$ cat src/rtl/keypad_scanner.sv
// keypad_scanner: scans a 4x4 matrix keypad one column at a time, debounces
// presses and releases, and reports each accepted press as a single-cycle
// keystrobe with a 4-bit keycode (digits 0-9 map to their own value,
// A..D = 10..13, * = 14, # = 15).
//
// Optional feature: define KEYPAD_REPEAT_EN to enable auto-repeat. While a
// key stays held, keystrobe pulses again every REPEAT_CYCLES cycles. Without
// the macro the repeat counter is not built and each press gives one strobe.
module keypad_scanner #(
  parameter int SCAN_DIV        = 16,
  parameter int DEBOUNCE_CYCLES = 1000,
  parameter int REPEAT_CYCLES   = 50000
) (
  input  logic       clk,
  input  logic       nrst,
  input  logic [3:0] rows,
  output logic [3:0] cols,
  output logic       keystrobe,
  output logic [3:0] keycode,
  output logic       keyheld
);

  // Reject parameter values that would break the scan/debounce timing.
  if (SCAN_DIV < 4 || DEBOUNCE_CYCLES < 2 || REPEAT_CYCLES < 1) begin : g_param_check
    $error("keypad_scanner: SCAN_DIV >= 4, DEBOUNCE_CYCLES >= 2, REPEAT_CYCLES >= 1 required");
  end

  // The shared counter must reach the largest terminal count in use.
  localparam int BASE_MAX = (SCAN_DIV > DEBOUNCE_CYCLES) ? SCAN_DIV : DEBOUNCE_CYCLES;
`ifdef KEYPAD_REPEAT_EN
  localparam int MAX_P    = (REPEAT_CYCLES > BASE_MAX) ? REPEAT_CYCLES : BASE_MAX;
`else
  localparam int MAX_P    = BASE_MAX;
`endif
  localparam int CNT_W    = (MAX_P > 2) ? $clog2(MAX_P) : 1;

  localparam logic [CNT_W-1:0] SCAN_LAST = CNT_W'(SCAN_DIV - 1);
  localparam logic [CNT_W-1:0] DEB_LAST  = CNT_W'(DEBOUNCE_CYCLES - 1);
  // The HELD cycle that first saw all rows low is the first cycle of the
  // release window, so RELEASE itself only needs DEBOUNCE_CYCLES-1 more.
  localparam logic [CNT_W-1:0] REL_LAST  = CNT_W'(DEBOUNCE_CYCLES - 2);
`ifdef KEYPAD_REPEAT_EN
  localparam logic [CNT_W-1:0] REP_LAST  = CNT_W'(REPEAT_CYCLES - 1);
`endif

  typedef enum logic [1:0] {
    ST_SCAN,
    ST_DEBOUNCE,
    ST_HELD,
    ST_RELEASE
  } state_e;

  state_e           state_q;
  logic [3:0]       sync1_q;
  logic [3:0]       srow_q;
  logic [3:0]       cols_q;
  logic [CNT_W-1:0] cnt_q;
  logic [1:0]       row_q;
  logic             strobe_q;
  logic [3:0]       code_q;
  logic             held_q;
`ifdef KEYPAD_REPEAT_EN
  logic [CNT_W-1:0] rep_q;
`endif

  logic [1:0]       first_row;
  logic [1:0]       col_idx;
  logic [3:0]       cols_next;

  // Saturating increment: counters stop at all-ones instead of wrapping.
  function automatic logic [CNT_W-1:0] sat_inc(input logic [CNT_W-1:0] v);
    return (&v) ? v : v + CNT_W'(1);
  endfunction

  // Key map lookup by {row, column}.
  function automatic logic [3:0] key_code(input logic [1:0] r, input logic [1:0] c);
    logic [3:0] code;
    case ({r, c})
      4'd0:    code = 4'd1;
      4'd1:    code = 4'd2;
      4'd2:    code = 4'd3;
      4'd3:    code = 4'd10;
      4'd4:    code = 4'd4;
      4'd5:    code = 4'd5;
      4'd6:    code = 4'd6;
      4'd7:    code = 4'd11;
      4'd8:    code = 4'd7;
      4'd9:    code = 4'd8;
      4'd10:   code = 4'd9;
      4'd11:   code = 4'd12;
      4'd12:   code = 4'd14;
      4'd13:   code = 4'd0;
      4'd14:   code = 4'd15;
      default: code = 4'd13;
    endcase
    return code;
  endfunction

  // Two-flop synchronizer for the asynchronous row lines.
  // NOTE: sequential state is updated with non-blocking assignments so every
  // flop samples the pre-edge value of its source, as real registers do.
  always_ff @(posedge clk or negedge nrst) begin
    if (!nrst) begin
      sync1_q <= '0;
      srow_q  <= '0;
    end else begin
      sync1_q <= rows;
      srow_q  <= sync1_q;
    end
  end

  // Lowest active row index and one-hot column decode.
  // NOTE: every output of a combinational block gets a default first, so no
  // path leaves it unassigned and no latch is inferred.
  always_comb begin
    first_row = 2'd0;
    col_idx   = 2'd0;
    for (int r = 3; r >= 0; r--) begin
      if (srow_q[r]) first_row = 2'(r);
    end
    for (int c = 0; c < 4; c++) begin
      if (cols_q[c]) col_idx = 2'(c);
    end
  end

  assign cols_next = {cols_q[2:0], cols_q[3]};

  // Scan / debounce / hold / release controller with registered outputs.
  always_ff @(posedge clk or negedge nrst) begin
    if (!nrst) begin
      state_q  <= ST_SCAN;
      cols_q   <= 4'b0001;
      cnt_q    <= '0;
      row_q    <= 2'd0;
      strobe_q <= 1'b0;
      code_q   <= 4'd0;
      held_q   <= 1'b0;
`ifdef KEYPAD_REPEAT_EN
      rep_q    <= '0;
`endif
    end else begin
      strobe_q <= 1'b0;
      case (state_q)
        ST_SCAN: begin
          // SCAN_DIV >= 4 lets the synchronizer settle on the new column
          // before the last dwell cycle samples it.
          if (cnt_q == SCAN_LAST) begin
            cnt_q <= '0;
            if (srow_q != 4'd0) begin
              row_q   <= first_row;
              state_q <= ST_DEBOUNCE;
            end else begin
              cols_q  <= cols_next;
            end
          end else begin
            cnt_q <= sat_inc(cnt_q);
          end
        end

        ST_DEBOUNCE: begin
          if (!srow_q[row_q]) begin
            // Bounce: resume scanning from the column that was frozen.
            cnt_q   <= '0;
            state_q <= ST_SCAN;
          end else if (cnt_q == DEB_LAST) begin
            code_q   <= key_code(row_q, col_idx);
            strobe_q <= 1'b1;
            held_q   <= 1'b1;
            cnt_q    <= '0;
            state_q  <= ST_HELD;
`ifdef KEYPAD_REPEAT_EN
            rep_q    <= '0;
`endif
          end else begin
            cnt_q <= sat_inc(cnt_q);
          end
        end

        ST_HELD: begin
          if (srow_q == 4'd0) begin
            cnt_q   <= '0;
            state_q <= ST_RELEASE;
`ifdef KEYPAD_REPEAT_EN
            rep_q   <= '0;
`endif
          end else begin
`ifdef KEYPAD_REPEAT_EN
            if (rep_q == REP_LAST) begin
              strobe_q <= 1'b1;
              rep_q    <= '0;
            end else begin
              rep_q <= sat_inc(rep_q);
            end
`endif
          end
        end

        ST_RELEASE: begin
          if (srow_q != 4'd0) begin
            // Release bounce: key is still down, no new strobe.
            state_q <= ST_HELD;
          end else if (cnt_q == REL_LAST) begin
            held_q  <= 1'b0;
            cnt_q   <= '0;
            cols_q  <= cols_next;
            state_q <= ST_SCAN;
          end else begin
            cnt_q <= sat_inc(cnt_q);
          end
        end

        default: begin
          state_q <= ST_SCAN;
        end
      endcase
    end
  end

  assign cols      = cols_q;
  assign keystrobe = strobe_q;
  assign keycode   = code_q;
  assign keyheld   = held_q;

endmodule
$ cat config.mk
export PLATFORM = sky130hd
export DESIGN_NAME = keypad_scanner
export DESIGN_NICKNAME = d
export VERILOG_FILES = /design/src/rtl/keypad_scanner.sv
export SDC_FILE = /design/constraint.sdc
export NUM_CORES = 1
export LEC_CHECK = 0
export BUFFER_PORTS_ARGS = -buffer_cell sky130_fd_sc_hd__clkbuf_2
export CELL_PAD_IN_SITES_DETAIL_PLACEMENT = 1
export CELL_PAD_IN_SITES_GLOBAL_PLACEMENT = 1
export CORE_ASPECT_RATIO = 0.9
export CORE_MARGIN = 5
export CORE_UTILIZATION = 49
export DETAILED_ROUTE_END_ITERATION = 6
export GPL_ROUTABILITY_DRIVEN = 0
export PLACE_DENSITY_LB_ADDON = 0.25
export SYNTH_ARGS = -nofsm -noshare
export SYNTH_HDL_FRONTEND = slang
export SYNTH_SLANG_ARGS = --single-unit
$ cat constraint.sdc
create_clock -name clk -period 6.42 [get_ports clk]
set_input_delay 1.284 -clock clk [delete_from_list [all_inputs] [get_ports clk]]
set_output_delay 1.284 -clock clk [all_outputs]
set_load 0.005 [all_outputs]
### Word-level counts from Yosys, hierarchy flattened

Memory sizes are Yosys's and may differ from the RTL's. A register that Yosys moved wholly into a read port is not among the register bits.
Index checks and enable logic that the tools add are counted.

| operators by class | value |
|---|---|
| reduce and logical (&&, ||, !) cells | 13 |
| add/sub/neg operators | 1 |
| mux-type cells | 38 |
| order comparisons | 1 |
| equal/unequal tests | 16 |

Operators with widths:

| kind | number |
|---|---|
| two-way mux 10 bit | 7 |
| case mux 10 bit (4 select lines) | 1 |
| two-way mux 2 bit | 13 |
| equality test 10 bit, second input constant | 2 |
| two-way mux 4 bit | 4 |
| != test 2 bit, second input constant | 8 |
| AND reduction 5 bit | 3 |
| adder 10 x 1 -> 10 bit, second input constant | 1 |
| equality test 10 x 4 -> 1 bit, second input constant | 1 |
| AND reduction 10 bit | 1 |
| two-way mux 1 bit | 9 |
| case mux 2 bit (4 select lines) | 1 |
| case mux 4 bit (2 select lines) | 1 |
| != test 3 bit, second input constant | 2 |
| AND reduction 3 bit | 2 |
| equality test 2 bit, second input constant | 2 |
| zero test 4 bit | 1 |
| nonzero test 2 bit | 2 |
| nonzero test 4 bit | 1 |
| < comparator 2 x 3 -> 1 bit, second input constant | 1 |
| binary-select mux 1 bit (select 2 bit) | 1 |
| equality test 2 x 1 -> 1 bit, second input constant | 1 |
| zero test 2 bit | 1 |
| case mux 1 bit (2 select lines) | 1 |
| other kinds (2) | 2 |

| storage, ports and cells | value |
|---|---|
| bits in registers | 28 |
| word-level logic and storage cells | 78 |
| bits in read-only memories | 64 |
| memories | 1 |
| output and inout bits | 10 |

Memories:

| name | depth | width | rd ports | clocked after memory_dff | write ports | line | RTL |
|---|---|---|---|---|---|---|---|
| (name not given) | 16 | 4 | 1 | 1 | 0 | 78 | `case ({r, c})` |

### Longest topological paths before layout

Gate-level depths: netlist of the first run.

| depth | value |
|---|---|
| depth after elaboration | 5 |
| gate-level depth with buffers | 7 |

### Worst setup path before layout of the first run

No wires, ideal clock.

| timing | value |
|---|---|
| path type | flip-flop to flip-flop |
| start point | register cnt_q[7] |
| end point | register cols_q[1], in the netlist cols[1] |
| arrival time | 2.169 ns |
| data required time | 6.292 ns |
| path slack | 4.124 ns |
| stages on the path, launching flop included | 7 |
| period minus slack after synthesis | 2.296 ns |
| cells stage by stage | dfrtp_1 > buf_6 > or4_1 > or4_4 > or2_4 > a21oi_4 > mux2_1 |

| between the ends | value |
|---|---|
| word-level cells in the longest chain between the ends | 3 |

Ends and longest elaborated chain:

| item | line | RTL |
|---|---|---|
| from (decl) | 57 | `logic [CNT_W-1:0] cnt_q;` |
| from (signal assigned) | 156 | `cnt_q <= sat_inc(cnt_q);` |
| from (signal assigned) | 175 | `cnt_q <= sat_inc(cnt_q);` |
| from (signal assigned) | 208 | `cnt_q <= sat_inc(cnt_q);` |
| equality test 10 x 4 -> 1 bit / equality test 10 bit (equally long branches) | 147, 202 |  |
| != test 2 bit (no line) | -- |  |
| AND reduction 5 bit (no line) (*) | -- |  |
| to (signal assigned) | 153 | `cols_q <= cols_next;` |
| to (signal assigned) | 205 | `cols_q <= cols_next;` |
| to (decl) | 56 | `logic [3:0] cols_q;` |

Every way passes the cells marked *; elsewhere a longest branch is shown, timed or not.
A chain may end at the register's enable or synchronous reset.

### Worst setup path after layout of the first run

| timing | value |
|---|---|
| start point | register cnt_q[7] |
| end point | register cols_q[3], in the netlist cols[3] |

Same word-level chain as after synthesis.

==> results.py, run 1 <==
metrics = {
    "outcome": {
        "outcome": "completed",
    },
    "worst_setup_path": {
        "worst_r2r_startpoint": "cnt_q[7]$_DFFE_PN0P_",
        "reg2reg_slack_ps": 4010,
        "critPathLaunch": "cnt_q[7]$_DFFE_PN0P_",
        "crit_type": "reg2reg",
        "cp.arrival_ps": 2580,
        "end_kind": "flop",
        "reg2regPathDepth": 5,
        "rr_endpoint": "cols[3]$_DFFE_PN0P_",
        "critPathRequiredTime_ps": 6590,
        "crit_slowest_cell": "or4_1",
        "crit_chain": "or4_1, or4_4, or2_4, a21oi_4, mux2_1",
        "cp-start-kind": "flop",
        "path_max_fanout": 10,
        "max_stage_delay_ps": 550,
    },
    "timing": {
        "period_share_pct": 37.5,
        "final_hold_viol_count": 0,
        "fin_skew_ps": 7.87,
        "finalCriticalPeriod_ps": 2410,
        "tightest_slew_ps": 760,
        "fin_tns_setup_ps": 0,
        "slew_violations": 0,
        "relSlewSlack_pct": 49.4,
        "setup_viol": 0,
        "fmax_mhz": 415,
        "rsz0062_at_grt": "no",
    },
    "clock_tree": {
        "h-tree-depth": 2,
        "clk_pin_slew_ps": 70,
        "cts_num_sinks": 32,
        "cts_inserted_buffers": 5,
        "ctsHoldBuffers": 0,
        "clockRootBuffer": "clkbuf_8",
        "post_cts_resized": 0,
        "cts_tree": "built",
        "insertion_delay_ps": 290,
        "cts_buffer_depth": 2,
        "postCtsSetupRepairBufs": 0,
    },
    "drt": {
        "wire_per_inst_um": 16.2,
        "firstDrtPassIters": 4,
        "ant_nets": 0,
        "routed_wl_um": 3660,
        "drc": 0,
        "via_per_inst": 5.73,
        "drtIter0Drc": 42,
        "via_count": 1295,
    },
    "job": {
        "drv_cap": 0,
    },
    "synth": {
        "synthArstFlopShare_pct": 100,
        "yosysWarnings": 0,
        "syn-mean-instance-area_sq_um": 10.5,
        "syn_nets": 178,
        "synth_area_sq_um": 1730,
        "yosysSeqAreaShare_pct": 46.4,
        "synth_cells": 165,
        "synth.distinct_cells": 45,
        "synth_edf_count": 0,
        "ys_ff_latch": 32,
        "synth_ff_type": "dfrtp_1",
    },
    "global_route": {
        "met1_usage_pct": 22.5,
        "top_usage_layer": "met2",
        "use_met3_pct": 6.23,
        "grt_pass1_wl_um": 6640,
        "antenna_found_initial": 0,
        "grt_overflow": 0,
        "grt_usage_pct": 18.0,
        "grt_pass1_vias": 1391,
        "grt_max_degree": 33,
        "grt.met2_usage_pct": 27.9,
    },
    "worst_hold_path": {
        "hp-class": "reg2reg",
        "hold_path_depth": 0,
        "whs_endpoint": "srow_q[2]$_DFF_PN0_",
        "hold_start": "sync1_q[2]$_DFF_PN0_",
    },
    "placement": {
        "postPlaceCellArea_sq_um": 1830,
        "port_buffers": 15,
        "dp_hpwl_um": 2620,
    },
    "power_and_ir_drop": {
        "leakagePower_nw": 0.903,
        "pwr-share-seq_pct": 44.0,
        "power_density_nw_per_um2": 333,
        "p_sw_mw": 0.206,
        "peakVddDrop_mv": 0.192,
        "p_int_mw": 0.445,
        "pwr-share-clk_pct": 32.4,
        "swShare_pct": 31.7,
        "p_comb_share_pct": 23.6,
    },
    "floorplanning": {
        "fp.dieH_um": 66.3,
        "die-area_sq_um": 4820,
        "rows": 20,
        "die_x_um": 72.6,
        "io_pins": 16,
        "start_util_pct": 51.1,
        "coreArea_sq_um": 3380,
    },
    "final_layout": {
        "nets": 194,
        "diodes": 0,
        "design_area_sq_um": 1950,
        "syn_to_final_growth_pct": 13.1,
        "utilization_pct": 57.9,
        "drive_above_1_share_pct": 23.1,
    },
}
[synthesized netlist by cell type (2+ instances only)]
cell type | count | area (sq um)
dfrtp_1 | 31 | 776
nand2_1 | 18 | 67.6
nor2_1 | 18 | 67.6
o21ai_0 | 10 | 50.1
ha_1 | 7 | 87.6
inv_1 | 6 | 22.5
mux2_2 | 6 | 67.6
nand3_1 | 6 | 30.0
clkbuf_1 | 5 | 18.8
mux2i_1 | 5 | 50.1
a31oi_1 | 4 | 25.0
mux2_1 | 4 | 45.0
nand2b_1 | 4 | 25.0
nand4_1 | 4 | 25.0
xor2_1 | 4 | 35.0
a21oi_1 | 3 | 15.0
a211oi_1 | 2 | 15.0
[worst max-delay path: cells and delay by family, from the launching register on]
kind	cells	cell delay (ps)
compound gates	1	190
flops	1	470
mux	1	350
simple gates	3	1280
[per-layer routing]
metal  vias to the layer above  wire [um]
met3                        11        195
met4                         0         91
met5                         -          0
met1                       631       1720
met2                        28       1650
li1                        625          -
[area by class of cell]
cell class                 instances  area, sq um
fill                             382         1420
multi-input combinational        121          873
sequential                        32          802
clock buffer                       7         96.3
timing repair buffer              15         75.1
tap                               44         55.1
clock inverter                     1         30.0
inverter                           6         22.5
[worst max-delay path by stage]
stage	to	slack [ps]	cells after the start
3_5_place_dp	cols[3]$_DFFE_PN0P_	4030	5
5_1_grt	cols[1]$_DFFE_PN0P_	3910	5
3_3_place_gp	cols[1]$_DFFE_PN0P_	4110	5
4_1_cts	cols[3]$_DFFE_PN0P_	4010	5
6_report	cols[3]$_DFFE_PN0P_	4010	5
2_1_floorplan	cols[1]$_DFFE_PN0P_	4120	6
[stage by stage]
step	instances	power [mW]	setup slack, ps	hold slack (ps)
2_1_floorplan	165	0.399	4120	331
3_3_place_gp	218	0.430	4110	334
3_5_place_dp	218	0.443	4030	339
4_1_cts	226	0.657	4010	353
5_1_grt	226	0.693	3910	358
6_report	226	0.651	4010	351
[layout by cell type, fill, tap and decap left out, drive strengths merged, types with 2 or more instances in the layout]
cell,n
a21oi,4
mux2i,5
a211oi,2
or4,3
clkbuf,22
nand3,6
ha,7
and4,2
inv,6
xor2,4
a31oi,4
nor4,2
dfrtp,31
nor2,18
nand4,4
mux2,10
nand2,18
o21ai,10
or2,2
nand2b,4
[state kept, by name (all words and copies together), names as in the netlist]
| name | count |
|---|---|
| cols | 4 |
| srow_q | 4 |
| state_q | 2 |
| cnt_q | 10 |
| keystrobe | 1 |
| keycode | 4 |
| sync1_q | 4 |
| row_q | 2 |
| keyheld | 1 |
[power by group through the flow]
stage                     logic, mW  clock network, mW  registers, mW
after CTS                     0.157              0.215          0.285
after global routing          0.175              0.226          0.293
after floorplan               0.137                  0          0.262
after detailed placement      0.154                  0          0.289
after global placement        0.145                  0          0.285
final                         0.153              0.211          0.286
[cells by family (layout without fill, tap and decap cells)]
logic type | Yosys count | after routing | share of synthesized area, %
muxes | 16 | 16 | 10.7
adders and majority gates | 7 | 7 | 5.07
buffers and inverters | 12 | 29 | 3.04
DFF | 32 | 32 | 46.4
xor gates and xnor gates | 5 | 5 | 2.53
AOI/OAI and AO/OA | 30 | 30 | 13.3
and+or+nand+nor | 63 | 63 | 19.0
No activity file was read; power rests on OpenSTA's default activity.
==> inputs of run 2 (changes only) <==
ABC_AREA = 1   (was not set)
CORE_UTILIZATION = 44   (was 49)
clock period = 2.3 ns   (was 6.42 ns; I/O delays follow)
==> run 2 against run 1 <==
  * First-iteration DRC count increased by 43%
  * Sequential share of layout area decreased by 5.8 points
  * Die area increased by 27%
  * Clock-buffer cell count decreased by 2
  * Largest cell class unchanged
  * Clock skew decreased by 4.1 ps
  * Fmax increased by 40%
  * Global-route usage increased by 1.8 points
  * Critical endpoint is now state_q[1]$_DFFE_PN0P_
  * Worst setup slack got worse by 3400 ps
  * Critical path depth increased by 5
  * Largest power group unchanged
  * Synthesized area increased by 19%
  * Critical path type unchanged
==> results.py, run 2 <==
metrics = {
    "power_and_ir_drop": {
        "peakVddDrop_mv": 0.473,
        "leakagePower_nw": 1.21,
        "power_density_nw_per_um2": 843,
    },
    "clock_tree": {
        "h-tree-depth": 2,
        "cts_tree": "built",
        "ctsHoldBuffers": 0,
        "insertion_delay_ps": 300,
        "cts_inserted_buffers": 5,
        "cts_buffer_depth": 2,
        "cts_num_sinks": 32,
        "postCtsSetupRepairBufs": 0,
        "clockRootBuffer": "clkbuf_8",
        "clk_pin_slew_ps": 80,
        "post_cts_resized": 0,
    },
    "global_route": {
        "grt_overflow": 0,
        "antenna_found_initial": 0,
        "grt_pass1_vias": 1899,
        "grt_usage_pct": 19.9,
        "grt_pass1_wl_um": 9250,
        "grt_max_degree": 33,
    },
    "timing": {
        "finalCriticalPeriod_ps": 1720,
        "fin_tns_setup_ps": 0,
        "period_share_pct": 74.9,
        "setup_viol": 0,
        "fmax_mhz": 580,
        "rsz0062_at_grt": "no",
        "relSlewSlack_pct": 45.5,
        "final_hold_viol_count": 0,
        "finalWorstSetupSlack_ps": 576,
        "fin_skew_ps": 3.73,
        "slew_violations": 0,
        "tightest_slew_ps": 818,
        "hold_slack_ps": 242,
    },
    "worst_setup_path": {
        "worst_r2r_startpoint": "cnt_q[0]$_DFFE_PN0P_",
        "reg2regPathDepth": 10,
        "rr_endpoint": "state_q[1]$_DFFE_PN0P_",
        "reg2reg_slack_ps": 580,
        "cp-start-kind": "flop",
        "cp.arrival_ps": 1920,
        "end_kind": "flop",
        "crit_type": "reg2reg",
        "critPathRequiredTime_ps": 2500,
        "path_max_fanout": 8,
    },
    "synth": {
        "syn_nets": 289,
        "synthTopCellsByArea": "dfrtp_1 38%, nand2_1 17%, nand3_1 6.6%",
        "synth_area_sq_um": 2050,
        "synthArstFlopShare_pct": 100,
        "synth_cells": 276,
        "synth_ff_type": "dfrtp_1",
        "yosysSeqAreaShare_pct": 39.2,
        "ys_ff_latch": 32,
        "netlist_top_cells_count": "92 x nand2_1, 31 x dfrtp_1, 28 x inv_1",
        "yosysTopAreaCell": "dfrtp_1",
        "syn-mean-instance-area_sq_um": 7.42,
        "synth.most_common_cell": "nand2_1",
        "synth.distinct_cells": 31,
        "yosysWarnings": 0,
        "synth_edf_count": 0,
        "synth_top_area_share_pct": 37.9,
    },
    "floorplanning": {
        "rows": 23,
        "start_util_pct": 45.6,
        "coreArea_sq_um": 4490,
        "fp.dieH_um": 74.7,
        "die-area_sq_um": 6120,
        "io_pins": 16,
        "die_x_um": 81.9,
    },
    "drt": {
        "via_per_inst": 5.22,
        "drc": 0,
        "ant_nets": 0,
        "routed_wl_um": 5260,
        "via_count": 1847,
        "drtIter0Drc": 60,
        "firstDrtPassIters": 4,
        "wire_per_inst_um": 14.9,
    },
    "placement": {
        "dp_hpwl_um": 3860,
        "place_inst": 346,
        "pre_cts_ws_ps": 606,
        "port_buffers": 15,
    },
    "job": {
        "drv_cap": 0,
    },
    "worst_hold_path": {
        "hp-class": "in2async",
    },
    "final_layout": {
        "regMostFlops": "cnt_q",
        "fillerInstances": 594,
        "diodes": 0,
        "syn_to_final_growth_pct": 11.0,
        "stdcell_count": 354,
        "largest_reg_flops": 10,
        "drive_above_1_share_pct": 18.5,
        "final_cell_mix": "92 x nand2_1, 31 x dfrtp_1, 28 x inv_1",
        "nets": 304,
        "final_common_cell": "nand2_1",
    },
    "outcome": {
        "outcome": "completed",
    },
}
-- run 2: cell count changes in the layout (fill, tap and decap cells not counted), sizes merged, moves of 4 or more --
cell / change
nor2: +12
nand4: +6
nand2b: -4
mux2: -10
nand3: +25
nand2: +80
o21ai: +4
inv: +27
mux2i: -5
-- run 2: final cells by class --
type                            instances  area [sq um]  area share [%]
Clock buffer                            5          68.8            3.03
Tap cell                               62          77.6            3.41
Clock inverter                          3          46.3            2.04
Inverter                               32           120            5.28
Timing Repair Buffer                   15          75.1            3.30
Multi-Input combinational cell        205          1080            47.7
Sequential cell                        32           802            35.3
-- run 2: logic make-up after synthesis --
group	after synthesis	synth area share (%)
and+or+nand+nor	170	40.5
adders and majority gates	7	4.28
xor gates and xnor gates	2	0.855
buffers and inverters	39	7.94
AOI/OAI and AO/OA	26	7.27
DFF	32	39.2
-- run 2: power breakdown --
group | internal (mW) | switching (mW)
registers | 0.621 | 0.105
clock network | 0.326 | 0.253
logic | 0.186 | 0.425
total | 1.13 | 0.783
-- run 2: critical path, stage by stage (launching register included) --
cell,delay (ps)
dfrtp_1,460
ha_1,260
inv_2,100
nor2_8,180
nand4_2,130
nand2_1,90
nand2_1,60
nor2_2,140
nand2_1,80
nand2_1,60
nand2_1,50
-- run 2: metrics by stage --
stage          utilization, %  cell area [sq um]  total power [mW]
2_1_floorplan               -               2050              1.19
3_3_place_gp             48.1               2160              1.32
3_5_place_dp             48.1               2160              1.34
4_1_cts                  50.6               2270              1.93
5_1_grt                  50.6               2270              2.04
6_report                 50.6               2270              1.92
-- run 2: metal layers --
metal	up-vias	wire length, um	track usage [%]
met5	-	0	0
met3	8	161	4.07
met2	25	2360	30.7
met4	0	77	7.20
li1	915	-	-
met1	899	2660	27.6
-- run 2: worst max-delay path by stage --
stage / start / end / slack (ps)
after detailed placement: cnt_q[0]$_DFFE_PN0P_ / state_q[0]$_DFFE_PN0P_ / 610
after CTS: cnt_q[0]$_DFFE_PN0P_ / state_q[1]$_DFFE_PN0P_ / 580
after floorplan: cnt_q[0]$_DFFE_PN0P_ / state_q[0]$_DFFE_PN0P_ / 810
after global placement: cnt_q[0]$_DFFE_PN0P_ / state_q[0]$_DFFE_PN0P_ / 630
final: cnt_q[0]$_DFFE_PN0P_ / state_q[1]$_DFFE_PN0P_ / 580
after global routing: cnt_q[0]$_DFFE_PN0P_ / state_q[1]$_DFFE_PN0P_ / 450
